**src/rtl/ready_timer_bank.sv**
```systemverilog
// Bank of N_CH interval timers: periodic/one-shot tick, sticky ready handshake, service square wave.
// Optional OVERRUN_DET_EN builds per-channel sticky overrun detection; otherwise overrun_o is tied 0.

module ready_timer_ch #(
  parameter int CNT_W      = 16,
  parameter int DEF_PERIOD = 10,
  parameter int SVC_DIV    = 10
) (
  input  logic             clk_i,
  input  logic             rst_ni,
  input  logic             en_i,
  input  logic             cfg_hit_i,
  input  logic [CNT_W-1:0] cfg_period_i,
  input  logic             cfg_oneshot_i,
  input  logic             ack_i,
  output logic             tick_o,
  output logic             ready_o,
  output logic             service_o,
  output logic             overrun_o
);
  localparam int SVC_W = (SVC_DIV > 1) ? $clog2(SVC_DIV) : 1;
  localparam logic [SVC_W-1:0] SVC_LAST = SVC_W'(SVC_DIV - 1);

  logic [CNT_W-1:0] cnt_q, cnt_d, per_q, per_d;
  logic [SVC_W-1:0] svc_q, svc_d;
  logic             os_q, os_d, arm_q, arm_d;
  logic             tick_q, tick_d, rdy_q, rdy_d, svo_q, svo_d;
  logic             ovr_q, ovr_d;
  logic             expire;

  assign expire = en_i && arm_q && (cnt_q == per_q);

  always_comb begin
    cnt_d  = cnt_q;
    per_d  = per_q;
    svc_d  = svc_q;
    os_d   = os_q;
    arm_d  = arm_q;
    tick_d = 1'b0;
    rdy_d  = rdy_q;
    svo_d  = svo_q;
    ovr_d  = ovr_q;
    if (cfg_hit_i) begin
      // reprogramming wins over expiry/ack; service level is deliberately kept
      per_d = cfg_period_i;
      os_d  = cfg_oneshot_i;
      arm_d = 1'b1;
      cnt_d = '0;
      svc_d = '0;
      rdy_d = 1'b0;
      ovr_d = 1'b0;
    end else begin
      if (en_i && arm_q) cnt_d = expire ? '0 : cnt_q + 1'b1;
      if (expire) begin
        tick_d = 1'b1;
        rdy_d  = 1'b1;
        if (os_q) arm_d = 1'b0;
        if (svc_q == SVC_LAST) begin
          svc_d = '0;
          svo_d = ~svo_q;
        end else begin
          svc_d = svc_q + 1'b1;
        end
`ifdef OVERRUN_DET_EN
        if (rdy_q && !ack_i) ovr_d = 1'b1;
`endif
      end else if (ack_i) begin
        rdy_d = 1'b0;
      end
    end
  end

  always_ff @(posedge clk_i) begin
    if (!rst_ni) begin
      cnt_q  <= '0;
      per_q  <= CNT_W'(DEF_PERIOD);
      svc_q  <= '0;
      os_q   <= 1'b0;
      arm_q  <= 1'b1;
      tick_q <= 1'b0;
      rdy_q  <= 1'b0;
      svo_q  <= 1'b0;
      ovr_q  <= 1'b0;
    end else begin
      cnt_q  <= cnt_d;
      per_q  <= per_d;
      svc_q  <= svc_d;
      os_q   <= os_d;
      arm_q  <= arm_d;
      tick_q <= tick_d;
      rdy_q  <= rdy_d;
      svo_q  <= svo_d;
      ovr_q  <= ovr_d;
    end
  end

  assign tick_o    = tick_q;
  assign ready_o   = rdy_q;
  assign service_o = svo_q;
`ifdef OVERRUN_DET_EN
  assign overrun_o = ovr_q;
`else
  assign overrun_o = 1'b0;
`endif
endmodule

module ready_timer_bank #(
  parameter int N_CH       = 4,
  parameter int CNT_W      = 16,
  parameter int CH_W       = 2,
  parameter int DEF_PERIOD = 10,
  parameter int SVC_DIV    = 10
) (
  input  logic             clk_i,
  input  logic             rst_ni,
  input  logic             en_i,
  input  logic             cfg_we_i,
  input  logic [CH_W-1:0]  cfg_ch_i,
  input  logic [CNT_W-1:0] cfg_period_i,
  input  logic             cfg_oneshot_i,
  input  logic [N_CH-1:0]  ack_i,
  output logic [N_CH-1:0]  tick_o,
  output logic [N_CH-1:0]  ready_s_o,
  output logic [N_CH-1:0]  service_s_o,
  output logic [N_CH-1:0]  overrun_o
);
  logic [N_CH-1:0] cfg_hit;

  for (genvar g = 0; g < N_CH; g++) begin : g_ch
    // addresses >= N_CH match no channel, so such writes fall away
    assign cfg_hit[g] = cfg_we_i && (cfg_ch_i == CH_W'(g));

    ready_timer_ch #(
      .CNT_W(CNT_W), .DEF_PERIOD(DEF_PERIOD), .SVC_DIV(SVC_DIV)
    ) u_ch (
      .clk_i(clk_i), .rst_ni(rst_ni), .en_i(en_i),
      .cfg_hit_i(cfg_hit[g]), .cfg_period_i(cfg_period_i), .cfg_oneshot_i(cfg_oneshot_i),
      .ack_i(ack_i[g]),
      .tick_o(tick_o[g]), .ready_o(ready_s_o[g]),
      .service_o(service_s_o[g]), .overrun_o(overrun_o[g])
    );
  end
endmodule

```
**config.mk**
```make
export PLATFORM = sky130hd
export DESIGN_NAME = ready_timer_bank
export DESIGN_NICKNAME = d
export VERILOG_FILES = /design/src/rtl/ready_timer_bank.sv
export SDC_FILE = /design/constraint.sdc
export NUM_CORES = 1
export LEC_CHECK = 0
export CAP_MARGIN = 20
export CORE_MARGIN = 4
export CORE_UTILIZATION = 40
export DETAILED_ROUTE_END_ITERATION = 8
export PLACE_DENSITY = 0.67
export SETUP_SLACK_MARGIN = 0.2
export SYNTH_ARGS = -nofsm -noshare
export SYNTH_HDL_FRONTEND = slang
export SYNTH_SLANG_ARGS = --single-unit
```
**constraint.sdc**
```tcl
create_clock -name clk_i -period 3.1 [get_ports clk_i]
set_input_delay 0.31 -clock clk_i [delete_from_list [all_inputs] [get_ports clk_i]]
set_output_delay 0.31 -clock clk_i [all_outputs]
set_load 0.01 [all_outputs]
```
=== Word level (Yosys, flattened, before mapping) ===
Cells that the tools add are included.

* Bits in registers: 164
* Output and inout port bits: 16
* Word-level logic and storage cells: 109
* Input port bits: 27

* Bitwise logic cells: 9
* Eq/ne operators: 11
* Muxes and demuxes: 20
* Reduce and logical (&&, ||, !) cells: 29
* Add/subtract/negate cells: 8

{| class="wikitable"
|+ Operator list
! operator !! number
|-
| adder 16 x 1 -> 16 bit (second input constant) || 4
|-
| equality test 16 bit || 4
|-
| two-way mux 16 bit || 4
|-
| adder 4 x 1 -> 4 bit (second input constant) || 4
|-
| equality test 4 bit (second input constant) || 4
|-
| two-way mux 4 bit || 4
|-
| logical AND 1 bit || 12
|-
| two-way mux 1 bit || 12
|-
| AND reduction 3 bit || 4
|-
| NOT 1 bit || 9
|-
| AND reduction 2 bit || 4
|-
| nonzero test 2 bit || 4
|-
| OR reduction 2 bit || 4
|-
| equality test 2 bit (second input constant) || 2
|-
| equality test 2 x 1 -> 1 bit (second input constant) || 1
|-
| logical NOT 2 bit || 1
|}

=== Logic depth before layout (Yosys ltp) ===
Gate-level depths: netlist (run 1).

* Depth after elaboration: 4
* Mapped depth: 8

=== Hierarchy ===
From an unflattened synthesis (run 1), not the netlist that was laid out.

* Cells, all modules: 868
* Area, all modules: 8285.4 µm²

{| class="wikitable"
|+ By module, submodules not included
! module !! sequential area each (µm²) !! area an instance (µm²) !! cells each !! times used
|-
| ready_timer_ch || 820.8 || 2062.0 || 216 || 4
|-
| ready_timer_bank || 0.0 || 37.5 || 4 || 1
|}

=== Worst setup path before layout (run 1) ===
OpenSTA, ideal clock, no wires.

* Path kind: reg2reg
* From: reg g_ch[2].u_ch.cnt_q[3]
* To: reg g_ch[2].u_ch.svc_q[3]
* Data arrival time: 1682 ps
* Path slack: 1283 ps
* Cell stages (with the launch flop): 8
* Library setup time: 135 ps
* Required time: 2965 ps
* Path through: dfxtp_1 buf_6 xnor2_2 nand4_1 or4_1 buf_2 o311ai_0 o21ai_0

* Longest elaborated chain between the ends: 2

{| class="wikitable"
|+ RTL lines
! what !! RTL line !! source
|-
| start, declared || 24 || <nowiki>logic [CNT_W-1:0] cnt_q, cnt_d, per_q, per_d;</nowiki>
|-
| start signal, assigned || 85 || <nowiki>cnt_q <= cnt_d;</nowiki>
|-
| equality test 16 bit || 31 || <nowiki>assign expire = en_i && arm_q && (cnt_q == per_q);</nowiki>
|-
| logical AND 1 bit || 31 ||
|-
| end signal, assigned || 87 || <nowiki>svc_q <= svc_d;</nowiki>
|-
| end, declared || 25 || <nowiki>logic [SVC_W-1:0] svc_q, svc_d;</nowiki>
|}

Every way passes these cells.
A chain may end at the register's enable or synchronous reset.

=== Worst setup path in the final report (run 1) ===
* From: reg g_ch[2].u_ch.cnt_q[1]
* To: reg g_ch[2].u_ch.cnt_q[4]

* Longest elaborated chain between the ends: 3
* Elaborated cells on any way between the ends: 4
* Those cells by class: 1 x add/sub; 1 x eq/ne; 1 x mux; 1 x reduce/logical

{| class="wikitable"
|+ RTL lines
! what !! RTL line !! source
|-
| branches (longest 2 deep; another with adder 16 x 1 -> 16 bit) || -- ||
|-
| two-way mux 16 bit (*) || 53 || <nowiki>if (en_i && arm_q) cnt_d = expire ? '0 : cnt_q + 1'b1;</nowiki>
|}

Every way passes the cells marked *.

==> results.md, run 1 <==
Routing:
- The DRC violation count after routing is 0.
- The detail route stage leaves a number of antenna-violating nets equal to 0.
- The number of vias in the routed layout is 5988.
- After the first detailed-routing iteration, the DRC count stood at roughly 400.
- Dividing the detail-routed via count by the number of cells gives about 5.
- The average detailed-routed wire length per instance is around 14 um.
- The first detailed-routing pass took 5 iterations.
- The final layout contains routed wiring with a total length of around 17 mm.

STA:
- Counting I/O delays and the setup requirement, the final critical path takes ~2.2 ns.
- The number of setup violations in the final report is 0.
- The maximum clock skew at final layout is between 0.009 and 0.01 ns.
- The share of the clock period used by the worst path is 0.707.
- At the pin with the least slew margin, the transition time is 0.692 ns.
- The worst setup slack after layout is 0.909 ns.
- The number of pins with negative max-slew slack in the final report was 0.
- The final hold violation count was 0.
- The setup total negative slack is 0 ns.
- The worst-case headroom to the max-slew limit is 0.535.
- Based on the critical path, the design can be clocked at up to 0.456 GHz.
- Setup repair after global routing left no endpoint under its margin.

Placed design:
- Detailed placement finished with a half-perimeter wire length of about 12 mm.
- The number of buffer cells added on primary ports is 38.
- The last weighted congestion value of the routability-driven placer is 0.827.
- At the placement stage, the worst setup path has a slack of roughly 0.58 ns.

GRT:
- The first global-routing pass estimated 27.4 mm of wire.
- The number of antenna violations at the first check in global routing is 0.
- For this run, the total global-route usage over all layers was measured as 0.166.
- After global routing the overflow that remains totals 0.
- Entering global routing, the biggest net connects 64 pins.
- The via count of the first global-routing pass is 5412.

Yosys:
- The cell count after synthesis is slightly above 900.
- Yosys printed 0 warnings.
- The largest area contributor in the synthesized netlist is dfxtp_1.
- The area share of fa/ha/maj cells after synthesis is 0.00668.
- Summing every instance area after synthesis gives 7490 um2.
- The compound-cell area share of the yosys netlist is 0.103.
- The share of synthesized area in the top cell type comes to 0.438.
- Yosys mapped the design onto 53 distinct sky130hd cell types.
- The synthesized-area fraction occupied by and/or/nand/nor cells is 0.259.
- The combinational family with the most area after synthesis is simple AND/OR/NAND/NOR gates.
- A synthesized cell averages a little over 8 um2.
- The async set-or-reset flop fraction in the synthesized netlist is 0.
- By area the synthesized netlist is led by dfxtp_1, nand2_1, xnor2_1.
- The register bit total from synthesis is roughly 160.
- The sequential share of the synthesized area is 0.438.
- Of the post-synthesis cell area, the part taken by muxes is 0.00134.
- The most instantiated flip-flop cell in the synthesis netlist is dfxtp_1.
- Of the total synthesized cell area, the portion taken by XOR and XNOR cells is 0.146.
- Yosys mapped a number of flops with a built-in enable equal to 0.

Clock tree:
- The H-tree was split into 4 levels.
- After clock tree synthesis, the flow added hold-fix buffers numbering 0.
- In this run the deepest clock path goes through 2 buffers.
- In this run the post-CTS setup repair buffer count came out at 0.
- The number of gates resized after CTS was 0.
- The root buffer cell chosen for the clock tree is clkbuf_16.
- The clock-pin slew on the worst setup and hold paths is roughly 0.060 ns.
- For the worst-skew pair, the clock arrives at the later sink with an insertion delay of 0.43 ns.
- Clock tree synthesis inserted a total of 17 buffers.
- The clock net in this run drives a total of around 160 sinks.
- TritonCTS built the clock tree.

Worst setup path:
- STA classifies the critical path startpoint as a flop.
- In this design, the stage delay of the slowest critical-path cell is ~0.63 ns.
- The worst path arrival time is between 2 and 2.5 ns.
- The type of the worst setup path is flop to flop.
- For the worst setup path, the data required time is ~3.4 ns.
- Along the worst path, the maximum fanout reaches 14.
- The worst setup path is captured at a flop.
- On the critical path, the stage with the largest delay is an instance of or4_1.
- The signal on the critical path passes through xnor2_1, nand4_1, or4_1, o21ai_2, nor2_1.

Run status:
- The run finished with clean final reports.

Power and ir drop:
- The highest ir drop seen on vdd is between 0.0003 and 0.0004 V.
- For this design the ratio of total power to cell area is roughly 540 nW/um2.
- In this run the static leakage power is 3.07 nW.

Final layout:
- Measured on the finished design, the core utilization comes to 0.472.
- In the final layout, the share of cells above drive strength 1 is 0.0703.
- Compared with the post-synthesis result, the final layout area differs by 14.9%.
- The repair_antennas step left the layout with diodes totalling 0.
- After the last flow step, the layout net total stands at roughly 960.

Floorplan:
- After floorplanning, the core was divided into 49 placement rows.
- The width of the die is approximately 140 um.
- The number of top-level pins is between 40 and 50.
- The placeable core region is between 15000 and 20000 um2.
- The initial core utilization is 0.411.
- The die covers 21000 um2.
- The vertical extent of the die is roughly 140 um.

Job:
- The tool flagged a number of max-cap violations equal to 0.

Worst hold path:
- The worst min-delay path class is flop to flop.
layer usage:
metal	up-vias	track usage	routed length, um
met5	-	0	0
met4	0	0.0579	289
met3	24	0.0335	668
met2	99	0.254	7610
met1	2801	0.232	8230
li1	3064	-	-
registers in the layout, indices dropped and copies added (netlist names):
| register | flops |
|---|---|
| g_ch.u_ch.per_q | 64 |
| g_ch.u_ch.ready_o | 4 |
| g_ch.u_ch.arm_q | 4 |
| g_ch.u_ch.os_q | 4 |
| g_ch.u_ch.service_o | 4 |
| g_ch.u_ch.tick_o | 4 |
| g_ch.u_ch.cnt_q | 64 |
| g_ch.u_ch.svc_q | 16 |
report_power, final:
part / internal (W) / total, W / switching, W
Sequential: 0.00215 / 0.00218 / 0.0000353
Combinational: 0.000109 / 0.000289 / 0.000180
Clock: 0.00138 / 0.00221 / 0.000829
Total: 0.00364 / 0.00468 / 0.00104
metrics by stage:
stage                     total power (W)  hold WS (ns)  cells  instance area, um2
after floorplan                   0.00240         0.434    910                7500
after global placement            0.00251         0.450   1137                7990
after detailed placement          0.00252         0.452   1137                7990
after CTS                         0.00472         0.462   1168                8600
after global routing              0.00486         0.486   1168                8600
final                             0.00468         0.462   1168                8600
worst max-delay path: cells and delay by family (launching register included):
kind	cells	cell delay [ns]
AND/OR/NAND/NOR	3	0.95
flip-flops	1	0.35
XOR/XNOR	1	0.25
AO/OA/AOI/OAI	1	0.51
kinds of logic (layout without fill, tap and decap cells):
| group | count (synthesis) | after routing |
|---|---|---|
| multiplexers | 1 | 1 |
| AO/OA/AOI/OAI | 133 | 133 |
| adder cells (fa/ha/maj) | 4 | 4 |
| flip-flops | 164 | 164 |
| AND/OR/NAND/NOR | 414 | 414 |
| XOR/XNOR | 124 | 124 |
| buffers and inverters | 66 | 95 |
| other | 1 | 4 |
layout by cell type (no fill, tap or decap), drive strengths merged, types with 22 or more instances in the layout:
| master | count |
|---|---|
| nand3 | 34 |
| nand2 | 192 |
| clkdlybuf4s50 | 38 |
| dfxtp | 164 |
| nand4 | 32 |
| a21oi | 94 |
| xnor2 | 69 |
| clkbuf | 22 |
| xor2 | 55 |
| nor2 | 79 |
area by class of cell:
type                       instances  area (um2)
clock buffer                      22         464
clock inverter                     9         153
fill                            1751        9610
inverter                          13        48.8
multi-input combinational        680        3890
sequential                       164        3280
tap                              229         287
timing repair buffer              51         478
synth_stat cells, types with 6 or more instances:
master	instances
buf_4	17
dfxtp_1	164
clkbuf_1	27
o21ai_0	8
buf_2	6
nor2_1	79
and3_1	16
a21o_1	9
nor3_1	9
and2_1	8
nand4_1	31
nand2_1	192
nand3_1	34
xnor2_1	68
inv_1	12
xor2_1	55
a21oi_1	94
path summary, 6_finish.rpt:
check	from	to	slack, ns	cells past startpoint
hold reg to reg	g_ch[3].u_ch.os_q$_SDFFE_PN0P_	g_ch[3].u_ch.os_q$_SDFFE_PN0P_	0.46	2
hold / removal	g_ch[3].u_ch.os_q$_SDFFE_PN0P_	g_ch[3].u_ch.os_q$_SDFFE_PN0P_	0.46	2
setup reg to reg	g_ch[2].u_ch.cnt_q[1]$_SDFFE_PP0P_	g_ch[2].u_ch.cnt_q[4]$_SDFFE_PP0P_	0.91	5
setup / recovery	g_ch[2].u_ch.cnt_q[1]$_SDFFE_PP0P_	g_ch[2].u_ch.cnt_q[4]$_SDFFE_PP0P_	0.91	5
(Power assumes the default switching activity.)
==> inputs of run 2 (changes only) <==
==> constraint.sdc (replaced) <==
create_clock -name clk_i -period 2.26 [get_ports clk_i]
set_input_delay 0.226 -clock clk_i [delete_from_list [all_inputs] [get_ports clk_i]]
set_output_delay 0.226 -clock clk_i [all_outputs]
set_load 0.01 [all_outputs]
==> run 2 against run 1 <==
Via count grew 3.0%. Non-clock buffer count is 28 higher. First-iteration DRC count down 5.2%. Critical endpoint is now g_ch[2].u_ch.svc_q[3]$_SDFFE_PP0P_. Sequential share of layout area down 1.3 points. Die area unchanged. Sequential power grew 37%. Setup slack worse by 0.60 ns. Global-route usage grew 0.53 points. Clock power rose by 40%. Design area increased by 3.4%.
==> results.md, run 2 (synthesis results as in run 1) <==
Run status:
- The flow ran to the end, and the final reports show no timing, DRC or antenna violations.

Routing:
- The initial DRC count is between 300 and 400.
- The sum of routed wire length over all layers is approximately 17 mm.
- The detailed-routing iteration count for the pre-antenna-repair pass is 4.
- The average detailed-routed wire length per instance is 14.6 um.
- The DRC violation count after routing is 0.
- The detail route stage leaves a number of antenna-violating nets equal to 0.
- After detailed routing, the number of vias per cell comes to 5.15.
- The number of vias in the routed layout is slightly above 6000.

GRT:
- For this run the aggregate overflow at the end of global routing stands at 0.
- Entering global routing, the biggest net connects 64 pins.
- For this run, the total global-route usage over all layers was measured as 0.171.
- The first global-routing pass estimated 28.5 mm of wire.
- The number of antenna violations at the first check in global routing is 0.
- The via count of the first global-routing pass is between 5000 and 6000.

Worst setup path:
- The type of destination of the critical path is a flop.
- By startpoint and endpoint, the worst setup path is classified as flop to flop.
- The worst path arrival time is between 2 and 2.5 ns.
- The category of the worst setup path launch point is a flop.
- In this run the worst path has a maximum fanout of 5.
- The critical path data required time is between 2 and 3 ns.

Clock tree:
- The post-CTS setup buffer count is 0.
- The clock latency at the later pin of the worst-skew pair is between 0.4 and 0.5 ns.
- The CTS tree is built.
- The clock passes through at most 2 buffers.
- The root cell of the clock tree is clkbuf_16.
- Counting the buffers created by CTS gives 17.
- The H-tree depth is 4.
- After clock tree synthesis, the clock-pin slew on the worst setup and hold paths is around 0.070 ns.
- The TritonCTS sink count is roughly 160.

Final layout:
- Leaving out fill and tap cells, the most frequent cells in the layout are nand2_1, dfxtp_1, a21oi_1.
- The largest registers in the layout are g_ch.u_ch.cnt_q (64), g_ch.u_ch.per_q (64), g_ch.u_ch.svc_q (16).
- The library cell used most frequently in the layout, excluding fill and tap cells, is nand2_1.
- After the last flow step, the layout net total stands at around 990.
- The core utilization of the finished layout is 0.488.
- The number of antenna cells inserted is 0.
- The layout cell share with drive strength beyond 1 is 0.101.
- Relative to the synthesized area, the layout overhead comes to 18.8%.

Job:
- The number of maximum-capacitance constraint violations is 0.

Worst hold path:
- The path class of the tightest hold or removal check is input pin to flop.

STA:
- Timing would allow up to between 0.5 and 0.6 GHz.
- Setup violations remaining at the end of the flow were counted as 0.
- The setup total negative slack is 0 ns.
- The final hold violation count is 0.
- The number of pins with negative max-slew slack in the final report came to 0.
- The maximum clock skew at final layout is between 0.009 and 0.01 ns.
- In the finished design, the share of the clock period the worst path needs comes to 0.863.
- Setup repair after global routing left no endpoint under its margin.
- The final period demand of the worst path is about 2.0 ns.
- At the pin with the least slew margin, the transition time is 0.592 ns.
- Measured against its own limit, the worst slew margin works out to 0.605.

Floorplan:
- The floorplan has ~50 rows.
- The area of the die is 21000 um2.
- The die is 145 um wide.
- For this design the top-level I/O count stands at 43.
- The initial core utilization is 0.411.
- The floorplan step set the die height to ~140 um.
- The placeable core region is approximately 18000 um2.

Power and ir drop:
- The analysis attributes to cell leakage a power of about 3.2 nW.
- The power per cell area is approximately 730 nW/um2.
- IR analysis of the VDD net gives a maximum drop of between 0.0005 and 0.0006 V.

Placed design:
- The last weighted congestion value of the routability-driven placer is between 0.7 and 0.8.
- The number of buffer cells added on primary ports is 38.
- The HPWL after detailed placement is between 10 and 15 mm.
run 2: area by class of cell:
| class | instances | area [um2] |
|---|---|---|
| clock buffers | 20 | 457 |
| clock inverters | 12 | 176 |
| fillers | 1716 | 9310 |
| inverters | 13 | 48.8 |
| multi-input cells | 680 | 3890 |
| flip-flops and latches | 164 | 3280 |
| well taps | 229 | 287 |
| repair buffers | 79 | 751 |
run 2: worst paths after layout:
kind,startpoint,end,slack (ns),cells after the start
setup / recovery,g_ch[2].u_ch.cnt_q[1]$_SDFFE_PP0P_,g_ch[2].u_ch.svc_q[3]$_SDFFE_PP0P_,0.31,5
hold / removal,ack_i[2],g_ch[2].u_ch.ready_o$_SDFFE_PP0P_,0.44,3
setup reg to reg,g_ch[2].u_ch.cnt_q[1]$_SDFFE_PP0P_,g_ch[2].u_ch.svc_q[3]$_SDFFE_PP0P_,0.31,5
hold reg to reg,g_ch[2].u_ch.os_q$_SDFFE_PN0P_,g_ch[2].u_ch.os_q$_SDFFE_PN0P_,0.46,2
run 2: critical path, cell delays in order (launching register included):
cell,delay (ns)
dfxtp_1,0.35
xnor2_1,0.24
nand4_1,0.22
or4_4,0.57
o311ai_0,0.31
o21ai_0,0.13
run 2: metal layers:
metal,up-vias,track usage,part of all wire
met5,-,0,0
met4,0,0.0407,0.0091
met3,11,0.0444,0.049
met2,100,0.278,0.48
met1,2926,0.228,0.46
li1,3131,-,-
run 2: what timing repair did:
item | CTS | global route
endpoints found under the setup margin | 0 | 2
endpoints found under the hold margin | 0 | 0
gates resized for setup | 0 | 1
hold buffers | 0 | 0
run 2: metrics by stage:
step | setup WS, ns | hold slack (ns) | area, um2 | std cells | total power (W)
2_1_floorplan | 0.443 | 0.350 | 7500 | 910 | 0.00330
3_3_place_gp | 0.0478 | 0.447 | 8260 | 1165 | 0.00349
3_5_place_dp | 0.0479 | 0.454 | 8260 | 1165 | 0.00350
4_1_cts | 0.291 | 0.429 | 8890 | 1197 | 0.00658
5_1_grt | 0.252 | 0.429 | 8890 | 1197 | 0.00674
6_report | 0.309 | 0.440 | 8890 | 1197 | 0.00653
run 2: report_power, final:
part | internal [W] | switching (W) | leakage (nW)
Combinational | 0.000187 | 0.000260 | 1.61
Sequential | 0.00294 | 0.0000471 | 1.33
Clock | 0.00191 | 0.00118 | 0.306
==> inputs of run 3 (changes only) <==
--- a/config.mk
+++ b/config.mk
@@ -8,7 +8,9 @@
 export CAP_MARGIN = 20
 export CORE_MARGIN = 4
 export CORE_UTILIZATION = 40
+export CTS_CLUSTER_DIAMETER = 120
 export DETAILED_ROUTE_END_ITERATION = 8
+export GPL_ROUTABILITY_DRIVEN = 0
 export PLACE_DENSITY = 0.67
 export SETUP_SLACK_MARGIN = 0.2
 export SYNTH_ARGS = -nofsm -noshare
==> results of run 3 <==
Final layout, timing and power as in run 2 (identical DEF).
